==> src/rtl/seq_bin_to_bcd_pkg.sv <==
// Shared definitions for the sequential binary-to-BCD converter:
// controller state encoding, BCD digit width and counter sizing helper.
package seq_bin_to_bcd_pkg;

    typedef enum logic [0:0] {
        IDLE  = 1'b0,
        SHIFT = 1'b1
    } state_t;

    localparam int BCD_W = 4;

    // Bit-counter width able to hold the values 0..width.
    function automatic int cnt_width(input int width);
        return $clog2(width + 1);
    endfunction

endpackage

==> src/rtl/bcd_add3.sv <==
// Double-dabble correction cell: a BCD digit of 5 or more gets +3 so the
// following left shift carries correctly into the next decimal digit.
module bcd_add3
    import seq_bin_to_bcd_pkg::*;
(
    input  logic [BCD_W-1:0] digit_in,
    output logic [BCD_W-1:0] digit_out
);

    // Conditional +3 correction.
    always_comb begin
        digit_out = (digit_in >= BCD_W'(5)) ? (digit_in + BCD_W'(3)) : digit_in;
    end

endmodule

==> src/rtl/seq_bin_to_bcd.sv <==
// Sequential signed-binary to packed-BCD converter. One magnitude bit is
// shifted into the BCD scratch register per cycle (shift-add-3), so a
// conversion takes WIDTH steps after the accepting edge. bcd/sign are
// holding registers updated only when a conversion completes.
module seq_bin_to_bcd
    import seq_bin_to_bcd_pkg::*;
#(
    parameter int WIDTH  = 17,
    parameter int DIGITS = 5
) (
    input  logic                    clk_50,
    input  logic                    Reset,
    input  logic                    start,
    input  logic [WIDTH-1:0]        data_in,
    output logic                    busy,
    output logic                    done,
    output logic                    sign,
    output logic [BCD_W*DIGITS-1:0] bcd
);

    localparam int CNT_W  = cnt_width(WIDTH);
    localparam int SCR_W  = BCD_W * DIGITS;

    state_t             state_q, state_d;
    logic [CNT_W-1:0]   cnt_q, cnt_d;
    logic [WIDTH-1:0]   mag_q, mag_d;
    logic [SCR_W-1:0]   scratch_q, scratch_d;
    logic               sign_lat_q, sign_lat_d;
    logic [SCR_W-1:0]   bcd_q, bcd_d;
    logic               sign_q, sign_d;
    logic               done_q, done_d;
    logic               busy_q, busy_d;

    logic [SCR_W-1:0]   scratch_adj;
    logic [SCR_W-1:0]   scratch_next;

    // One correction cell per scratch digit.
    for (genvar g = 0; g < DIGITS; g++) begin : g_add3
        bcd_add3 u_add3 (
            .digit_in  (scratch_q[g*BCD_W +: BCD_W]),
            .digit_out (scratch_adj[g*BCD_W +: BCD_W])
        );
    end

    // Corrected scratch shifted left, taking in the next magnitude MSB.
    always_comb begin
        scratch_next = {scratch_adj[SCR_W-2:0], mag_q[WIDTH-1]};
    end

    // Next-state and datapath control.
    always_comb begin
        // NOTE: every signal gets a default first so no path leaves it unassigned (no latches).
        state_d    = state_q;
        cnt_d      = cnt_q;
        mag_d      = mag_q;
        scratch_d  = scratch_q;
        sign_lat_d = sign_lat_q;
        bcd_d      = bcd_q;
        sign_d     = sign_q;
        done_d     = 1'b0;
        busy_d     = busy_q;

        case (state_q)
            IDLE: begin
                busy_d = 1'b0;
                if (start) begin
                    // Two's-complement negate gives 2^(WIDTH-1) for the most
                    // negative input, which still fits as an unsigned value.
                    sign_lat_d = ~data_in[WIDTH-1];
                    mag_d      = data_in[WIDTH-1] ? (~data_in + WIDTH'(1)) : data_in;
                    scratch_d  = '0;
                    cnt_d      = '0;
                    state_d    = SHIFT;
                    busy_d     = 1'b1;
                end
            end
            SHIFT: begin
                scratch_d = scratch_next;
                mag_d     = {mag_q[WIDTH-2:0], 1'b0};
                cnt_d     = cnt_q + CNT_W'(1);
                if (cnt_q == CNT_W'(WIDTH - 1)) begin
                    // Last step: publish the result including this shift.
                    bcd_d   = scratch_next;
                    sign_d  = sign_lat_q;
                    done_d  = 1'b1;
                    busy_d  = 1'b0;
                    state_d = IDLE;
                end
            end
            default: begin
                state_d = IDLE;
                busy_d  = 1'b0;
            end
        endcase
    end

    // State and datapath registers with synchronous active-low reset.
    always_ff @(posedge clk_50) begin
        // NOTE: non-blocking assignments so every flop samples pre-edge values.
        if (!Reset) begin
            state_q    <= IDLE;
            cnt_q      <= '0;
            mag_q      <= '0;
            scratch_q  <= '0;
            sign_lat_q <= 1'b1;
            bcd_q      <= '0;
            sign_q     <= 1'b1;
            done_q     <= 1'b0;
            busy_q     <= 1'b0;
        end else begin
            state_q    <= state_d;
            cnt_q      <= cnt_d;
            mag_q      <= mag_d;
            scratch_q  <= scratch_d;
            sign_lat_q <= sign_lat_d;
            bcd_q      <= bcd_d;
            sign_q     <= sign_d;
            done_q     <= done_d;
            busy_q     <= busy_d;
        end
    end

    assign busy = busy_q;
    assign done = done_q;
    assign sign = sign_q;
    assign bcd  = bcd_q;

endmodule

==> config.mk <==
export PLATFORM = sky130hd
export DESIGN_NAME = seq_bin_to_bcd
export DESIGN_NICKNAME = d
export VERILOG_FILES = /design/src/rtl/seq_bin_to_bcd_pkg.sv /design/src/rtl/bcd_add3.sv /design/src/rtl/seq_bin_to_bcd.sv
export SDC_FILE = /design/constraint.sdc
export NUM_CORES = 1
export LEC_CHECK = 0
export ABC_CLOCK_PERIOD_IN_PS = 3300
export CORE_ASPECT_RATIO = 1.5
export CORE_MARGIN = 8
export CORE_UTILIZATION = 60
export CTS_CLUSTER_DIAMETER = 60
export DETAILED_ROUTE_END_ITERATION = 10
export GPL_ROUTABILITY_DRIVEN = 0
export PLACE_DENSITY = 0.92
export SLEW_MARGIN = 20
export SYNTH_ARGS = -nofsm -noshare
export SYNTH_HDL_FRONTEND = slang
export SYNTH_SLANG_ARGS = --single-unit
==> constraint.sdc <==
create_clock -name clk_50 -period 3.3 [get_ports clk_50]
set_input_delay 0.99 -clock clk_50 [delete_from_list [all_inputs] [get_ports clk_50]]
set_output_delay 0.99 -clock clk_50 [all_outputs]
set_load 0.01 [all_outputs]
* After elaboration in Yosys (flattened, before gate mapping) *
Index checks and enable logic that the tools add are counted.

cells by class
  bitwise gates (word level) = 3
  order comparisons = 5
  eq/ne operators = 3
  reductions and logical operators = 3
  mux-type cells = 18
  $add $sub $neg = 7

operators by type and width
  operator                                                               number
  20-bit case mux with 2 select lines                                    1
  17-bit two-way mux                                                     2
  17-bit case mux with 2 select lines                                    1
  4-bit by 3-bit >= comparator with 1-bit output, second input constant  5
  20-bit two-way mux                                                     1
  17-bit by 1-bit adder with 17-bit output, second input constant        1
  17-bit NOT                                                             1
  4-bit by 2-bit adder with 4-bit output, second input constant          4
  4-bit two-way mux                                                      4
  5-bit case mux with 2 select lines                                     1
  2-bit AND reduction                                                    3
  5-bit by 1-bit adder with 5-bit output, second input constant          1
  5-bit == test, second input constant                                   1
  5-bit two-way mux                                                      1
  1-bit two-way mux                                                      4
  1-bit case mux with 2 select lines                                     2
  3-bit by 2-bit adder with 3-bit output, second input constant          1
  3-bit two-way mux                                                      1
  2-bit by 1-bit != test with 1-bit output, second input constant        1
  2-bit != test, second input constant                                   1
  1-bit NOT                                                              2

word-level totals
  logic and storage cells = 48
  bits in registers = 67

* Logic depth before layout (Yosys ltp) *
  depth in word-level cells = 5
  mapped depth = 8
  gate-level depth less buffers = 7

* Cells and area by module *
A second synthesis with hierarchy kept.

unflattened totals
  cell total of the unflattened synthesis = 457
  area total of the unflattened synthesis = 3549.7 µm²

modules (own cells, without submodules)
  module          area each (µm²)  cells each  times used
  seq_bin_to_bcd  3042.9           377         1
  bcd_add3        101.3            16          5

* Worst setup path before layout *
OpenSTA, ideal clock, no wires.

  kind = input to register
  from = input data_in[9]
  to = register mag_q[15]
  stages on the path = 5
  arrival = 2007 ps
  path slack = 1163 ps
  library setup time = 131 ps
  path buffers = 0
  cell sequence = nor4_4 nand3b_4 o41ai_4 xor2_1 o22ai_1

on the way
  longest elaborated chain between the ends = 5

RTL lines
  item                                      line                   text
  start: declaration                        seq_bin_to_bcd.sv:14   input logic [WIDTH-1:0] data_in,
  17-bit NOT                                seq_bin_to_bcd.sv:70   mag_d = data_in[WIDTH-1] ? (~data_in + WIDTH'(1)) : data_in;
  17-bit by 1-bit adder with 17-bit output  seq_bin_to_bcd.sv:70
  17-bit two-way mux                        seq_bin_to_bcd.sv:70
  17-bit two-way mux                        seq_bin_to_bcd.sv:66   if (start) begin
  17-bit case mux with 2 select lines       seq_bin_to_bcd.sv:63   case (state_q)
  end signal: assignment                    seq_bin_to_bcd.sv:113  mag_q <= mag_d;
  end: declaration                          seq_bin_to_bcd.sv:26   logic [WIDTH-1:0] mag_q, mag_d;

No other way between the ends. The select of a mux whose other input is x is not followed.
A chain may end at the register's enable or synchronous reset.

* Worst setup path in the final report *
  from = input data_in[7]
  to = register mag_q[15]

The elaborated chain is that of the path after synthesis.

==> results by group <==
Critical path
  • Crit path launch type: input pin
  • RR Startpoint: cnt_q[0]
  • CP max FO: 4
  • Worst r2r dst: bcd[4]
  • Critical path class: input pin to flop
  • Critical path arrival: 2680 ps
  • Reg2reg setup slack: 1590 ps
  • R2R cell count: 6
  • Worst Setup End Kind: flop
  • Worst EP required: 3530 ps

Global routing
  • Overflow after GRT: 0
  • First-pass GRT wire length: 13,200 um
  • Antenna violations before repair: 0
  • Largest net degree at the start of global routing: 41
  • Met1 usage: 19.6%
  • Vias in the first global route: 3,052
  • Gr busiest metal: met2
  • Global Route met2 Usage: 35.2%
  • Total Routing Usage GR: 19.1%
  • Met3 Track Usage GR: 3.88%

Power
  • VDD IR max: 0.304 mV
  • Pwr Density: 441 mW/mm^2
  • Lkg Pwr: 1.53 nW

Status
  • Run status: finished clean

Timing
  • Rel. slew slack: 66.4%
  • Setup violations, final: 0
  • Final worst setup slack: 843 ps
  • Final setup skew: 4.43 ps
  • Max Clk Rate: 407 MHz
  • Fin crit period: 2460 ps
  • Tcrit/Tclk final: 74.5%
  • Final hold vios: 0
  • RSZ-0062 raised after global routing: no
  • Setup TNS: 0 ps
  • Fin. max-slew vios: 0
  • Actual slew at the worst max-slew pin: 502 ps

Min path
  • HP Start: bcd[10]
  • Hold Path Sink: bcd[10]
  • Min-Delay Path Class: flop to flop
  • Hold depth: 2

Synth
  • Yosys warns: 0
  • Synth Flop Type: dfxtp_1
  • Post-synthesis cell count: 416
  • Post-synth ARST share: 0%
  • Post-synthesis sequential area ratio: 39.0%
  • Synthesis-stage register bit count: 67
  • Synthesized net count: 449
  • EDFF count, synth: 0
  • Synth cell types: 44
  • Syn_area_per_cell: 8.27 sq um
  • Cell area after synthesis: 0.00344 sq mm

Floorplan
  • Starting Density: 60.8%
  • I/O Pins: 43
  • Die area: 0.00846 sq mm
  • CORE AREA: 0.00566 sq mm
  • Row count: 34
  • Width of the die: 77.8 um
  • Chip Height: 109 um

Clock tree
  • Root buf cell: clkbuf_8
  • TritonCTS Buffers: 9
  • H-tree Lvls: 3
  • TritonCTS clock tree: yes
  • Clk slew on worst S/H paths: 70 ps
  • Setup bufs post-CTS: 0
  • Sink Count: 67
  • CTS resizes: 0
  • Clock Latency Late Sink: 340 ps
  • Post-CTS Hold Buffers: 0
  • Clock buffer depth: 2

Flow run
  • Max Cap Viol: 0

Placed design
  • Post-DP HPWL: 5440 um
  • Dpl ws: 473 ps
  • IO buf count: 42

Drt
  • DRT antenna net count: 0
  • Drt wl/cell: 14.4 um
  • Final WL: 7610 um
  • Residual DRC count: 0
  • Vias/cell: 5.83
  • Pre-antenna DRT Iters: 5
  • DR vias: 3,076
  • Initial DRC count: 238

Layout
  • Share of cells above drive strength 1: 7.89%
  • Layout Nets: 484
  • Ant diodes: 0
  • Layout area overhead: 21.0%
==> cells by family (layout without fill, tap and decap cells) <==
| group | after synthesis | after routing | share of synthesized area [%] |
|---|---|---|---|
| AOI/OAI and AO/OA | 113 | 113 | 20.9 |
| xor gates and xnor gates | 17 | 17 | 4.33 |
| adders and majority gates | 13 | 13 | 4.73 |
| buffers and inverters | 44 | 84 | 5.05 |
| DFF | 67 | 67 | 39.0 |
| muxes | 11 | 11 | 3.20 |
| and+or+nand+nor | 151 | 151 | 22.8 |
==> cell usage after synthesis (5+ instances only) <==
master    count  area, sq um
mux2i_1      11          110
nor2_1       44          165
clkbuf_1     17         63.8
xor2_1        8         70.1
xnor2_1       9         78.8
buf_2         7         35.0
ha_1         13          163
nor3b_1      19          143
a21oi_1      47          235
inv_1        16         60.1
a311oi_1      6         52.6
nand3_1       8         40.0
nand2b_1      8         50.1
nor2b_1       5         31.3
dfxtp_1      67         1340
o21ai_0      17         85.1
a211oi_1      9         67.6
nand2_1      39          146
a31oi_1       5         31.3
nor3_1       16         80.1
==> worst max-delay path by stage <==
stage | start | endpoint | slack [ps]
6_report | data_in[7] | mag_q[15] | 840
5_1_grt | data_in[3] | mag_q[14] | 700
4_1_cts | data_in[7] | mag_q[15] | 850
3_5_place_dp | data_in[7] | mag_q[15] | 470
3_3_place_gp | data_in[7] | mag_q[14] | 550
2_1_floorplan | data_in[9] | mag_q[15] | 1160
==> final cells by class <==
cell class                      instances  area (sq um)
Clock inverter                          5           100
Inverter                               17          63.8
Tap cell                               72          90.1
Timing Repair Buffer                   51           500
Clock buffer                           11           141
Sequential cell                        67          1340
Fill cell                             411          1490
Multi-Input combinational cell        305          1930
==> layout by cell type, fill, tap and decap left out, drive strengths merged, types with 6 or more instances in the layout <==
master,n
nor3,16
nor3b,19
buf,9
a211oi,9
a311oi,6
a21oi,47
xnor2,9
o21ai,20
dfxtp,67
inv,16
mux2i,11
xor2,8
nor2,44
nand2b,8
clkbuf,11
clkdlybuf4s50,42
nand3,8
nand2,40
ha,13
==> per-stage QoR <==
stage | util [%] | power (mW) | cell area (sq um) | hold slack, ps | instances
4_1_cts | 73.6 | 1.85 | 4160 | 456 | 528
3_5_place_dp | 69.3 | 1.03 | 3920 | 446 | 512
2_1_floorplan | - | 0.961 | 3440 | 440 | 416
3_3_place_gp | 69.3 | 1.02 | 3920 | 442 | 512
6_report | 73.6 | 1.84 | 4160 | 455 | 528
5_1_grt | 73.6 | 1.90 | 4160 | 470 | 528
==> critical path, stage by stage <==
cell	delay (ps)
clkdlybuf4s50_1	530
nor4_4	450
nand3b_4	150
o41ai_4	300
xor2_1	180
o22ai_1	80
==> state kept, by name, summed over array words and instances, names as in the netlist <==
signal / count
state_q: 1
sign_lat_q: 1
cnt_q: 5
bcd: 20
busy: 1
scratch_q: 20
sign: 1
mag_q: 17
done: 1
==> power by group <==
part	leakage [nW]	switching, mW	internal, mW	total [mW]
sequential	0.544	0.0157	0.829	0.845
combinational	0.863	0.0937	0.0732	0.167
clock	0.123	0.305	0.520	0.825
total	1.53	0.414	1.42	1.84
==> routing by layer <==
layer  vias to the layer above  routed length (um)
li1                       1529                   -
met1                      1453                3020
met2                        84                4070
met3                        10                 373
met4                         0                 147
met5                         -                   0
Power figures use the tool's default switching activity.
